==> config.mk <==
export PLATFORM = sky130hd
export DESIGN_NAME = dav_rfd_receiver_flat
export DESIGN_NICKNAME = d
export VERILOG_FILES = /design/src/rtl/dav_rfd_receiver_if.sv /design/src/rtl/dav_rfd_receiver.sv /design/src/flat_wrapper.sv
export SDC_FILE = /design/constraint.sdc
export NUM_CORES = 1
export LEC_CHECK = 0
export CAP_MARGIN = 10
export CORE_MARGIN = 3
export CORE_UTILIZATION = 40
export DETAILED_ROUTE_END_ITERATION = 16
export DONT_BUFFER_PORTS = 1
export GPL_TIMING_DRIVEN = 1
export HOLD_SLACK_MARGIN = 0.06
export PLACE_DENSITY = 0.6
export SYNTH_ARGS = -nofsm -noshare
export SYNTH_HDL_FRONTEND = slang
export SYNTH_SLANG_ARGS = --single-unit
export TNS_END_PERCENT = 50
==> constraint.sdc <==
create_clock -name clock -period 2.3 [get_ports clock]
set_clock_uncertainty 0.05 [all_clocks]
set_input_delay 0.46 -clock clock [delete_from_list [all_inputs] [get_ports clock]]
set_output_delay 0.46 -clock clock [all_outputs]
set_load 0.03 [all_outputs]
==> src/rtl/dav_rfd_receiver_if.sv <==
// dav_rfd_receiver_if
// Bundles the producer-side dav_/rfd byte handshake and the downstream
// valid/ready FIFO interface of dav_rfd_receiver.
//   data      : byte from producer, valid while dav_=0
//   dav_      : data-available from producer, active-low
//   rfd       : ready-for-data to producer (1 = idle/ready, 0 = byte taken)
//   out_data  : FIFO head
//   out_valid : FIFO non-empty
//   out_ready : downstream pops head when out_valid=1
//   count     : current FIFO occupancy
//   run_min   : running minimum of captured bytes (statistics option)
//   rx_cnt    : number of captured bytes (statistics option)
// Modport slave is the receiver's view; modport master is the environment's.
interface dav_rfd_receiver_if #(
  parameter int W     = 8,
  parameter int DEPTH = 4
);
  localparam int CW = $clog2(DEPTH) + 1;

  logic [W-1:0]  data;
  logic          dav_;
  logic          rfd;
  logic [W-1:0]  out_data;
  logic          out_valid;
  logic          out_ready;
  logic [CW-1:0] count;
  logic [W-1:0]  run_min;
  logic [15:0]   rx_cnt;

  modport slave (
    input  data, dav_, out_ready,
    output rfd, out_data, out_valid, count, run_min, rx_cnt
  );

  modport master (
    output data, dav_, out_ready,
    input  rfd, out_data, out_valid, count, run_min, rx_cnt
  );
endinterface

==> src/rtl/dav_rfd_receiver.sv <==
// dav_rfd_receiver
// Consumer end of the dav_/rfd byte handshake. Each handshake captures one
// byte into a small FIFO; buffered bytes are offered downstream over a
// valid/ready interface. While the FIFO is full, rfd is simply held high so
// the producer keeps waiting with dav_=0 until space appears.
// Ports:
//   clock : single system clock, rising edge
//   reset : synchronous, active-high
//   bus   : dav_rfd_receiver_if.slave (handshake, FIFO output, statistics)
// Optional feature: define RX_STATS_EN to enable the rx_cnt byte counter and
// the run_min running minimum. Without it, rx_cnt reads 0 and run_min reads
// all ones.
module dav_rfd_receiver #(
  parameter int W     = 8,
  parameter int DEPTH = 4
) (
  input  logic                 clock,
  input  logic                 reset,
  dav_rfd_receiver_if.slave    bus
);
  localparam int AW = $clog2(DEPTH);
  localparam int CW = AW + 1;

  typedef enum logic {IDLE, ACK} state_t;

  state_t        state_reg;
  logic          rfd_reg;
  logic [AW-1:0] wptr_reg;
  logic [AW-1:0] rptr_reg;
  logic [CW-1:0] count_reg;

  logic [W-1:0]  entries [DEPTH];

  logic full;
  logic empty;
  logic push;
  logic pop;

  // Full/empty come from the occupancy count, so pointer equality is never
  // ambiguous. The capture decision sees the count before the edge: a pop at
  // the same edge as a full FIFO does not open a slot until the next cycle.
  assign full  = (count_reg == CW'(DEPTH));
  assign empty = (count_reg == '0);
  assign push  = (state_reg == IDLE) && !bus.dav_ && !full;
  assign pop   = !empty && bus.out_ready;

  // Storage: one register per entry, written when the write pointer selects it.
  for (genvar gi = 0; gi < DEPTH; gi++) begin : g_entry
    logic [W-1:0] entry_reg;
    always_ff @(posedge clock) begin
      if (push && (wptr_reg == AW'(gi))) begin
        entry_reg <= bus.data;
      end
    end
    assign entries[gi] = entry_reg;
  end

  // Handshake FSM plus FIFO bookkeeping. ACK waits for dav_ to return high
  // before another capture, so a producer holding dav_=0 never duplicates.
  always_ff @(posedge clock) begin
    if (reset) begin
      state_reg <= IDLE;
      rfd_reg   <= 1'b1;
      wptr_reg  <= '0;
      rptr_reg  <= '0;
      count_reg <= '0;
    end else begin
      case (state_reg)
        IDLE: begin
          if (push) begin
            rfd_reg   <= 1'b0;
            state_reg <= ACK;
          end
        end
        ACK: begin
          if (bus.dav_) begin
            rfd_reg   <= 1'b1;
            state_reg <= IDLE;
          end
        end
        default: begin
          rfd_reg   <= 1'b1;
          state_reg <= IDLE;
        end
      endcase

      if (push) begin
        wptr_reg <= wptr_reg + AW'(1);
      end
      if (pop) begin
        rptr_reg <= rptr_reg + AW'(1);
      end

      case ({push, pop})
        2'b10:   count_reg <= count_reg + CW'(1);
        2'b01:   count_reg <= count_reg - CW'(1);
        default: count_reg <= count_reg;
      endcase
    end
  end

  assign bus.rfd       = rfd_reg;
  assign bus.out_data  = entries[rptr_reg];
  assign bus.out_valid = !empty;
  assign bus.count     = count_reg;

`ifdef RX_STATS_EN
  logic [15:0]  rx_cnt_reg;
  logic [W-1:0] run_min_reg;

  // Statistics follow capture edges only; the counter wraps naturally.
  always_ff @(posedge clock) begin
    if (reset) begin
      rx_cnt_reg  <= '0;
      run_min_reg <= '1;
    end else if (push) begin
      rx_cnt_reg <= rx_cnt_reg + 16'd1;
      if (bus.data < run_min_reg) begin
        run_min_reg <= bus.data;
      end
    end
  end

  assign bus.rx_cnt  = rx_cnt_reg;
  assign bus.run_min = run_min_reg;
`else
  assign bus.rx_cnt  = '0;
  assign bus.run_min = '1;
`endif
endmodule

==> src/flat_wrapper.sv <==
// flat-port wrapper written by rule: the top's interface ports become plain ports
module dav_rfd_receiver_flat 
#(
  parameter int W     = 8,
  parameter int DEPTH = 4
)
  (clock, reset, bus_data, bus_dav_, bus_out_ready, bus_rfd, bus_out_data, bus_out_valid, bus_count, bus_run_min, bus_rx_cnt);
  dav_rfd_receiver_if #(.W(W), .DEPTH(DEPTH)) bus_i ();
  input  logic clock;
  input  logic reset;
  input wire logic [$bits(bus_i.data)-1:0] bus_data;
  input wire logic [$bits(bus_i.dav_)-1:0] bus_dav_;
  input wire logic [$bits(bus_i.out_ready)-1:0] bus_out_ready;
  output wire logic [$bits(bus_i.rfd)-1:0] bus_rfd;
  output wire logic [$bits(bus_i.out_data)-1:0] bus_out_data;
  output wire logic [$bits(bus_i.out_valid)-1:0] bus_out_valid;
  output wire logic [$bits(bus_i.count)-1:0] bus_count;
  output wire logic [$bits(bus_i.run_min)-1:0] bus_run_min;
  output wire logic [$bits(bus_i.rx_cnt)-1:0] bus_rx_cnt;
  assign bus_i.data = bus_data;
  assign bus_i.dav_ = bus_dav_;
  assign bus_i.out_ready = bus_out_ready;
  assign bus_rfd = bus_i.rfd;
  assign bus_out_data = bus_i.out_data;
  assign bus_out_valid = bus_i.out_valid;
  assign bus_count = bus_i.count;
  assign bus_run_min = bus_i.run_min;
  assign bus_rx_cnt = bus_i.rx_cnt;
  dav_rfd_receiver #(.W(W), .DEPTH(DEPTH)) u_core (.clock(clock), .reset(reset), .bus(bus_i));
endmodule
==> results of run 1 <==
==> path summary, 6_finish.rpt <==
path                                     startpoint                  end  slack [ns]  cells past startpoint
worst max-delay path            u_core.bus.count[0]  u_core.bus.count[2]        0.17                      8
worst min-delay path                          reset  u_core.bus.count[2]        0.19                      1
worst max register to register  u_core.bus.count[0]  u_core.bus.count[2]        0.17                      8
worst min register to register     u_core.state_reg     u_core.state_reg        0.47                      2
==> through the flow <==
stage	instances	cell area, µm²
floorplan	143	1930
global placement	174	1850
detailed placement	174	1850
CTS	182	1930
global route	182	1930
finish	182	1930
==> kinds of logic (layout without fill, tap and decap cells) <==
logic type	count (synthesis)	count (layout)	share of synthesized area, %
flops	41	41	61.6
buf+inv	34	21	12.0
simple gates	17	17	6.01
mux	10	10	10.9
compound gates	7	7	2.77
fa+ha+maj	6	6	4.46
xor+xnor	4	4	1.89
other cells	2	24	0.406
==> placed cells by master (no fill, tap or decap), drive strengths merged, types with 2 or more instances in the layout <==
| cell type | count |
|---|---|
| edfxtp | 32 |
| conb | 24 |
| dfxtp | 9 |
| mux4 | 8 |
| nor2 | 7 |
| inv | 7 |
| buf | 6 |
| ha | 5 |
| clkbuf | 5 |
| and2 | 4 |
| xor2 | 3 |
| clkinv | 3 |
| nand2b | 2 |
| a21oi | 2 |
| or3 | 2 |
==> cell type report <==
cell class	count	share of cell area, %
clock buffer	5	3.56
sequential	41	59.1
multi-input combinational	68	29.6
clock inverter	3	0.648
timing repair buffer	6	2.33
tap	52	3.37
inverter	7	1.36
==> worst max-delay path, cell delays in order (launching register included) <==
cell and delay [ns]:
dfxtp_1 0.40, buf_4 0.21, o31a_2 0.19, ha_1 0.18
inv_1 0.06, fa_1 0.37, xor2_1 0.16, or3_1 0.31
a21oi_1 0.14
==> layer usage <==
| metal | track usage [%] | wire, µm | vias up |
|---|---|---|---|
| met5 | 0 | 0 | - |
| met1 | 11.6 | 1070 | 428 |
| met2 | 18.3 | 1470 | 37 |
| li1 | - | - | 398 |
| met3 | 5.68 | 238 | 2 |
| met4 | 4.83 | 25 | 0 |
==> power breakdown <==
part	total (mW)	internal, mW	switching, mW
Clock	0.434	0.204	0.230
Sequential	0.947	0.889	0.0580
Combinational	0.759	0.267	0.492
Total	2.14	1.36	0.780
==> flow_metrics.py, run 1 <==
metrics = {
    "clock_tree": {
        "cts_tree": "built",
        "postCtsSetupRepairBufs": 0,
        "insertion_delay_ns": 0.28,
        "clockRootBuffer": "clkbuf_8",
        "clk_pin_slew_ns": 0.07,
        "clockBufferDepth": 2,
        "hold_buffers": 0,
        "htreeDepth": 2,
        "post_cts_resize_count": 0,
        "numCtsBuffers": 5,
        "cts.sinks": 41,
    },
    "power": {
        "power.leakage_nw": 0.695,
        "power_density_nw_per_um2": 1110,
        "ir_worst_vdd_v": 0.000363,
        "finalPower_mw": 2.14,
    },
    "cells_and_area": {
        "register_area_um2": 1140,
        "utilization_pct": 43.7,
        "areaGrowthSynthToFinish_pct": 4.26,
        "num-fill-cells": 396,
        "multi_input_area_um2": 572,
        "nNetsFinal": 147,
        "drive_gt1_share_pct": 23.1,
        "largest_register_ffs": 32,
        "n_antenna_cell": 0,
    },
    "logic_synthesis": {
        "ys.flop_type": "edfxtp_1",
        "syn_inst": 121,
        "synth-seq-area-share_pct": 61.6,
        "synth_warnings": 0,
        "synth_top_area_share_pct": 51.9,
        "syn_avg_cell_area_um2": 15.3,
        "synthTopCellsByArea": "edfxtp_1 (52%), buf_4 (10%), dfxtp_1 (9.7%)",
        "yosysUniqueCellTypes": 27,
        "synth_top_cells_by_count": "edfxtp_1 (32), buf_4 (25), dfxtp_1 (9)",
        "ys_ff_latch": 41,
        "async_flop_share_pct": 0,
        "synthesis.area_um2": 1850,
        "yosys.area.top_type": "edfxtp_1",
        "synth_edf_count": 32,
        "synth.most_common_cell": "edfxtp_1",
    },
    "global_routing": {
        "grt_pass1_vias": 877,
        "grt_pass1_wl_mm": 4.24,
        "grt_start_max_net_pins": 13,
        "grt_usage_pct": 11.0,
        "antenna_found_initial": 0,
        "grt-ovfl-total": 0,
    },
    "die": {
        "ios": 49,
        "die_x_um": 74.0,
        "rows": 24,
        "design.die.area_um2": 5480,
        "core_area_um2": 4410,
        "die_h_um": 74.0,
        "start_util_pct": 42.0,
    },
    "setup_path": {
        "cp-start-kind": "flop",
        "critical_path_class": "reg2reg",
        "cp_max_fo": 4,
        "end_kind": "flop",
        "cp.required_ns": 2.47,
        "crit_arrival_ns": 2.30,
    },
    "routing": {
        "wl_per_cell_um": 15.4,
        "vias": 865,
        "drt_iter0_drc": 41,
        "drc": 0,
        "ant_nets": 0,
        "first_pass_iters": 5,
        "wl_mm": 2.80,
        "viasPerCell": 4.75,
    },
    "timing": {
        "timing.fmax_mhz": 470,
        "worst_slack_ns": 0.172,
        "rsz0062_at_grt": "no",
        "tns_ns": 0,
        "setup_violations": 0,
        "holdWs_ns": 0.188,
        "hold_violations": 0,
        "final_max_slew_viol_count": 0,
        "layout_min_cycle_time_ns": 2.13,
        "fin_crit_sh_pct": 92.5,
    },
    "placement": {
        "dp_slack_ns": 0.201,
        "gp_congestion": 0.652,
        "hpwl_mm": 2.02,
        "io_buffers": 0,
    },
    "job": {
        "drv_cap": 0,
    },
    "hold_path": {
        "worstHoldPathType": "in2reg",
    },
    "status": {
        "outcome": "finished, final reports clean",
    },
}
(Power assumes the default switching activity.)
==> run 2, diff against run 1 <==
--- a/config.mk
+++ b/config.mk
@@ -8,6 +8,7 @@
 export CAP_MARGIN = 10
 export CORE_MARGIN = 3
 export CORE_UTILIZATION = 40
+export CTS_BUF_LIST = sky130_fd_sc_hd__clkbuf_16
 export DETAILED_ROUTE_END_ITERATION = 16
 export DONT_BUFFER_PORTS = 1
 export GPL_TIMING_DRIVEN = 1
==> run 2 against run 1 <==
Worst hold slack better by 0.0098 ns. Cell count is the same. First-iteration DRC count is 22% lower. Critical path type unchanged. Worst setup slack better by 0.011 ns. Sequential power hardly changed. Count of clock-buffer cells in the layout is the same. Highest routed layer unchanged. Non-clock buffer count unchanged. Largest power group unchanged. Maximum frequency rose by 0.54%. Global-route usage is 0.28 points higher. Total power increased by 9.7%. Critical path depth unchanged. Sequential share of layout area fell by 1.7 points.
==> flow_metrics.py, run 2 (synthesis gave the netlist of run 1 again) <==
metrics = {
    "routing": {
        "wl_met2_mm": 1.44,
        "dr.max_layer_used": "met4",
        "vias": 856,
        "first_pass_iters": 4,
        "drt-met1-wl_mm": 1.08,
        "ant_nets": 0,
        "wl_mm": 2.82,
        "viasPerCell": 4.70,
        "drt_iter0_drc": 32,
        "met3_length_um": 234,
        "wl_per_cell_um": 15.5,
        "drc": 0,
    },
    "setup_path": {
        "critical_path_class": "reg2reg",
        "cp_max_fo": 4,
        "path_delay_family": "adder cells",
        "crit_arrival_ns": 2.28,
        "crit_path_top_delay_cell": "dfxtp_1",
        "crit_path_cell_trace": "buf_4 > o31a_2 > ha_1 > inv_1 > fa_1 > xor2_1 > or3_1 > a21oi_1",
        "cp-start-kind": "flop",
        "cp.required_ns": 2.46,
        "max_stage_delay_ns": 0.39,
        "end_kind": "flop",
        "r2r_start": "u_core.bus.count[0]",
        "path_buf_inv": 2,
        "crit_path_start": "u_core.bus.count[0]",
    },
    "timing": {
        "layout_min_cycle_time_ns": 2.12,
        "timing.fmax_mhz": 472,
        "tns_ns": 0,
        "setup_violations": 0,
        "rsz0062_at_grt": "no",
        "hold_violations": 0,
        "fin_crit_sh_pct": 92.0,
        "final_max_slew_viol_count": 0,
    },
    "cells_and_area": {
        "layout_commonest_cell": "edfxtp_1",
        "largest_register_ffs": 32,
        "nNetsFinal": 147,
        "drive_gt1_share_pct": 23.1,
        "layout_common_cells": "edfxtp_1 (32), conb_1 (24), dfxtp_1 (9), mux4_2 (8), nor2_1 (7)",
        "num-fill-cells": 387,
        "areaGrowthSynthToFinish_pct": 7.30,
        "n_antenna_cell": 0,
    },
    "placement": {
        "io_buffers": 0,
        "gp_congestion": 0.652,
        "hpwl_mm": 2.02,
    },
    "clock_tree": {
        "cts.sinks": 41,
        "clockBufferDepth": 2,
        "htreeDepth": 2,
        "hold_buffers": 0,
        "insertion_delay_ns": 0.28,
        "post_cts_resize_count": 0,
        "numCtsBuffers": 5,
        "cts_tree": "built",
        "clk_pin_slew_ns": 0.06,
        "postCtsSetupRepairBufs": 0,
        "clockRootBuffer": "clkbuf_16",
    },
    "die": {
        "start_util_pct": 42.0,
        "ios": 49,
        "design.die.area_um2": 5480,
        "die_h_um": 74.0,
        "rows": 24,
        "die_x_um": 74.0,
        "core_area_um2": 4410,
    },
    "hold_path": {
        "min_from": "reset",
        "worstHoldPathType": "in2reg",
    },
    "global_routing": {
        "antenna_found_initial": 0,
        "grt_pass1_vias": 870,
        "grt_start_max_net_pins": 13,
        "grt_pass1_wl_mm": 4.24,
        "grt-ovfl-total": 0,
        "grt_usage_pct": 11.2,
    },
    "power": {
        "power.leakage_nw": 0.721,
        "ir_worst_vdd_v": 0.000370,
        "power_density_nw_per_um2": 1180,
        "finalPower_mw": 2.35,
    },
    "job": {
        "drv_cap": 0,
    },
    "status": {
        "outcome": "finished, final reports clean",
    },
}
-- run 2: power by group --
group | internal (mW) | leakage [nW] | switching, mW
clock network | 0.391 | 0.0687 | 0.249
logic | 0.267 | 0.286 | 0.493
registers | 0.890 | 0.366 | 0.0578
-- run 2: final timing paths --
path                               to  slack (ns)  cells after the start
setup reg to reg  u_core.bus.count[2]        0.18                      8
setup / recovery  u_core.bus.count[2]        0.18                      8
hold reg to reg      u_core.state_reg        0.47                      2
hold / removal    u_core.bus.count[0]        0.20                      1
-- run 2: final cells by class --
| type | instances | area (µm²) | area share [%] |
|---|---|---|---|
| clock buffers | 5 | 125 | 6.30 |
| clock inverters | 3 | 12.5 | 0.630 |
| inverters | 7 | 26.3 | 1.32 |
| multi-input cells | 68 | 572 | 28.8 |
| flip-flops and latches | 41 | 1140 | 57.4 |
| well taps | 52 | 65.1 | 3.27 |
| repair buffers | 6 | 45.0 | 2.27 |
-- run 2: routing by layer --
metal	vias to the layer above	global-route usage, %
li1	400	-
met2	30	18.3
met4	0	6.64
met1	420	11.6
met5	-	0
met3	6	5.68
-- run 2: through the flow --
step / instances / util (%) / cell area (µm²) / setup slack, ns / hold slack [ns]
2_1_floorplan: 143 / - / 1930 / 0.0434 / 0.422
3_3_place_gp: 174 / 41.9 / 1850 / 0.283 / 0.432
3_5_place_dp: 174 / 41.9 / 1850 / 0.201 / 0.458
4_1_cts: 182 / 45.0 / 1990 / 0.188 / 0.186
5_1_grt: 182 / 45.0 / 1990 / 0.0930 / 0.182
6_report: 182 / 45.0 / 1990 / 0.183 / 0.198
==> run 3, diff against run 2 <==
--- a/config.mk
+++ b/config.mk
@@ -6,6 +6,8 @@
 export NUM_CORES = 1
 export LEC_CHECK = 0
 export CAP_MARGIN = 10
+export CELL_PAD_IN_SITES_DETAIL_PLACEMENT = 1
+export CELL_PAD_IN_SITES_GLOBAL_PLACEMENT = 1
 export CORE_MARGIN = 3
 export CORE_UTILIZATION = 40
 export CTS_BUF_LIST = sky130_fd_sc_hd__clkbuf_16
@@ -13,7 +15,7 @@
 export DONT_BUFFER_PORTS = 1
 export GPL_TIMING_DRIVEN = 1
 export HOLD_SLACK_MARGIN = 0.06
-export PLACE_DENSITY = 0.6
+export PLACE_DENSITY = 0.7
 export SYNTH_ARGS = -nofsm -noshare
 export SYNTH_HDL_FRONTEND = slang
 export SYNTH_SLANG_ARGS = --single-unit
==> constraint.sdc (replaced) <==
create_clock -name clock -period 2.39 [get_ports clock]
set_clock_uncertainty 0.05 [all_clocks]
set_input_delay 0.478 -clock clock [delete_from_list [all_inputs] [get_ports clock]]
set_output_delay 0.478 -clock clock [all_outputs]
set_load 0.03 [all_outputs]
==> run 3 against run 2 <==
Clock power rose by 34%. Sequential share of layout area is 1.3 points lower. Largest power group unchanged. Wire length rose by 10%.
==> flow_metrics.py, run 3 (synthesis gave the netlist of run 1 again) <==
metrics = {
    "status": {
        "outcome": "finished, final reports clean",
    },
    "clock_tree": {
        "cts_tree": "built",
        "postCtsSetupRepairBufs": 0,
        "numCtsBuffers": 5,
        "clk_pin_slew_ns": 0.06,
        "hold_buffers": 0,
        "clockBufferDepth": 2,
        "clockRootBuffer": "clkbuf_16",
        "cts.sinks": 41,
        "post_cts_resize_count": 0,
        "htreeDepth": 2,
        "insertion_delay_ns": 0.28,
    },
    "setup_path": {
        "crit_path_cell_trace": "nor3b_2 > nor3_4 > inv_2 > ha_1 > inv_1 > fa_1 > xor2_1 > or3_1 > a21oi_1",
        "reg2reg_depth": 9,
        "cp_max_fo": 7,
        "critical_path_depth": 9,
        "cp.required_ns": 2.55,
        "critical_path_class": "reg2reg",
        "max_stage_delay_ns": 0.41,
        "crit_path_top_delay_cell": "dfxtp_1",
        "end_kind": "flop",
        "path_delay_family": "simple AND/OR/NAND/NOR gates",
        "crit_arrival_ns": 2.34,
        "path_buf_inv": 2,
        "cp-start-kind": "flop",
    },
    "power": {
        "power.share.clock_pct": 34.4,
        "netSwitchingPower_uw": 785,
        "ir_worst_vdd_v": 0.000566,
        "intPower_mw": 1.70,
        "swShare_pct": 31.6,
        "p_seq_share_pct": 37.1,
        "power.leakage_nw": 0.741,
        "power_density_nw_per_um2": 1220,
        "combPwrFrac_pct": 28.5,
    },
    "timing": {
        "final_max_slew_viol_count": 0,
        "rsz0062_at_grt": "no",
        "timing.fmax_mhz": 459,
        "setup_violations": 0,
        "fin_crit_sh_pct": 91.1,
        "layout_min_cycle_time_ns": 2.18,
        "tightest_slew_ns": 0.501,
        "slew_headroom_pct": 66.6,
        "tns_ns": 0,
        "hold_violations": 0,
    },
    "global_routing": {
        "grt_usage_pct": 12.3,
        "grt_pass1_wl_mm": 4.81,
        "grt_start_max_net_pins": 14,
        "grt-ovfl-total": 0,
        "grt_pass1_vias": 943,
        "antenna_found_initial": 0,
    },
    "routing": {
        "vias": 861,
        "wl_met2_mm": 1.65,
        "viasPerCell": 4.76,
        "dr.max_layer_used": "met4",
        "met3_length_um": 267,
        "drc": 0,
        "first_pass_iters": 4,
        "drt_iter0_drc": 39,
        "wl_per_cell_um": 17.2,
        "wl_mm": 3.11,
        "ant_nets": 0,
        "drt-met1-wl_mm": 1.14,
    },
    "hold_path": {
        "worstHoldPathType": "in2reg",
        "min_path_cells": 1,
    },
    "cells_and_area": {
        "layout_common_cells": "edfxtp_1 (32), conb_1 (24), dfxtp_1 (9), mux4_2 (8), nor2_1 (7)",
        "drive_gt1_share_pct": 24.0,
        "nNetsFinal": 146,
        "areaGrowthSynthToFinish_pct": 9.73,
        "final_area_um2": 2030,
        "layout_commonest_cell": "edfxtp_1",
        "n_antenna_cell": 0,
        "largest_register_ffs": 32,
    },
    "die": {
        "start_util_pct": 42.0,
        "design.die.area_um2": 5480,
        "core_area_um2": 4410,
        "ios": 49,
        "die_h_um": 74.0,
        "die_x_um": 74.0,
        "rows": 24,
    },
    "placement": {
        "hpwl_mm": 2.33,
        "gp_congestion": 0.837,
        "placed_area_um2": 1840,
        "io_buffers": 0,
    },
    "job": {
        "drv_cap": 0,
    },
}
-- run 3: cell count changes in the layout (fill, tap and decap cells not counted) --
cell	delta
buf_4	-1
clkinv_1	-2
bufinv_16	+2
-- run 3: path summary, 6_finish.rpt --
kind / startpoint / to / slack, ns
min: reset / u_core.bus.count[2] / 0.21
min reg2reg: u_core.state_reg / u_core.state_reg / 0.46
max: u_core.bus.count[2] / u_core.bus.count[2] / 0.21
max reg2reg: u_core.bus.count[2] / u_core.bus.count[2] / 0.21
-- run 3: metal layers --
metal  vias up  track usage, %
met2        35            22.6
met1       423            11.5
met3         6            6.49
met4         0            4.43
li1        397               -
met5         -               0
-- run 3: worst register-to-register path, cell delays in order, from the launching register on --
cell	delay (ns)
dfxtp_1	0.41
nor3b_2	0.33
nor3_4	0.06
inv_2	0.06
ha_1	0.17
inv_1	0.06
fa_1	0.37
xor2_1	0.16
or3_1	0.30
a21oi_1	0.14
-- run 3: power groups by stage --
stage          sequential [mW]  combinational [mW]  clock [mW]
2_1_floorplan            0.959               0.598           0
3_3_place_gp             0.930               0.708           0
3_5_place_dp             0.940               0.723           0
4_1_cts                  0.925               0.724       0.872
5_1_grt                  0.936               0.772       0.900
6_report                 0.922               0.708       0.855
-- run 3: layout make-up --
cell class,instances,area (µm²)
Inverter,7,26.3
Multi-Input combinational cell,68,572
Timing Repair Buffer,5,37.5
Fill cell,441,2380
Tap cell,52,65.1
Sequential cell,41,1140
Clock buffer,5,125
Clock inverter,3,65.1
-- run 3: per-stage QoR --
step / power (mW) / utilization [%] / setup slack [ns] / hold WS, ns / cells
detailed placement: 1.66 / 41.7 / 0.222 / 0.449 / 173
global route: 2.61 / 46.0 / 0.0676 / 0.202 / 181
CTS: 2.52 / 46.0 / 0.201 / 0.206 / 181
finish: 2.49 / 46.0 / 0.213 / 0.212 / 181
global placement: 1.64 / 41.7 / 0.343 / 0.443 / 173
floorplan: 1.56 / - / 0.133 / 0.422 / 143
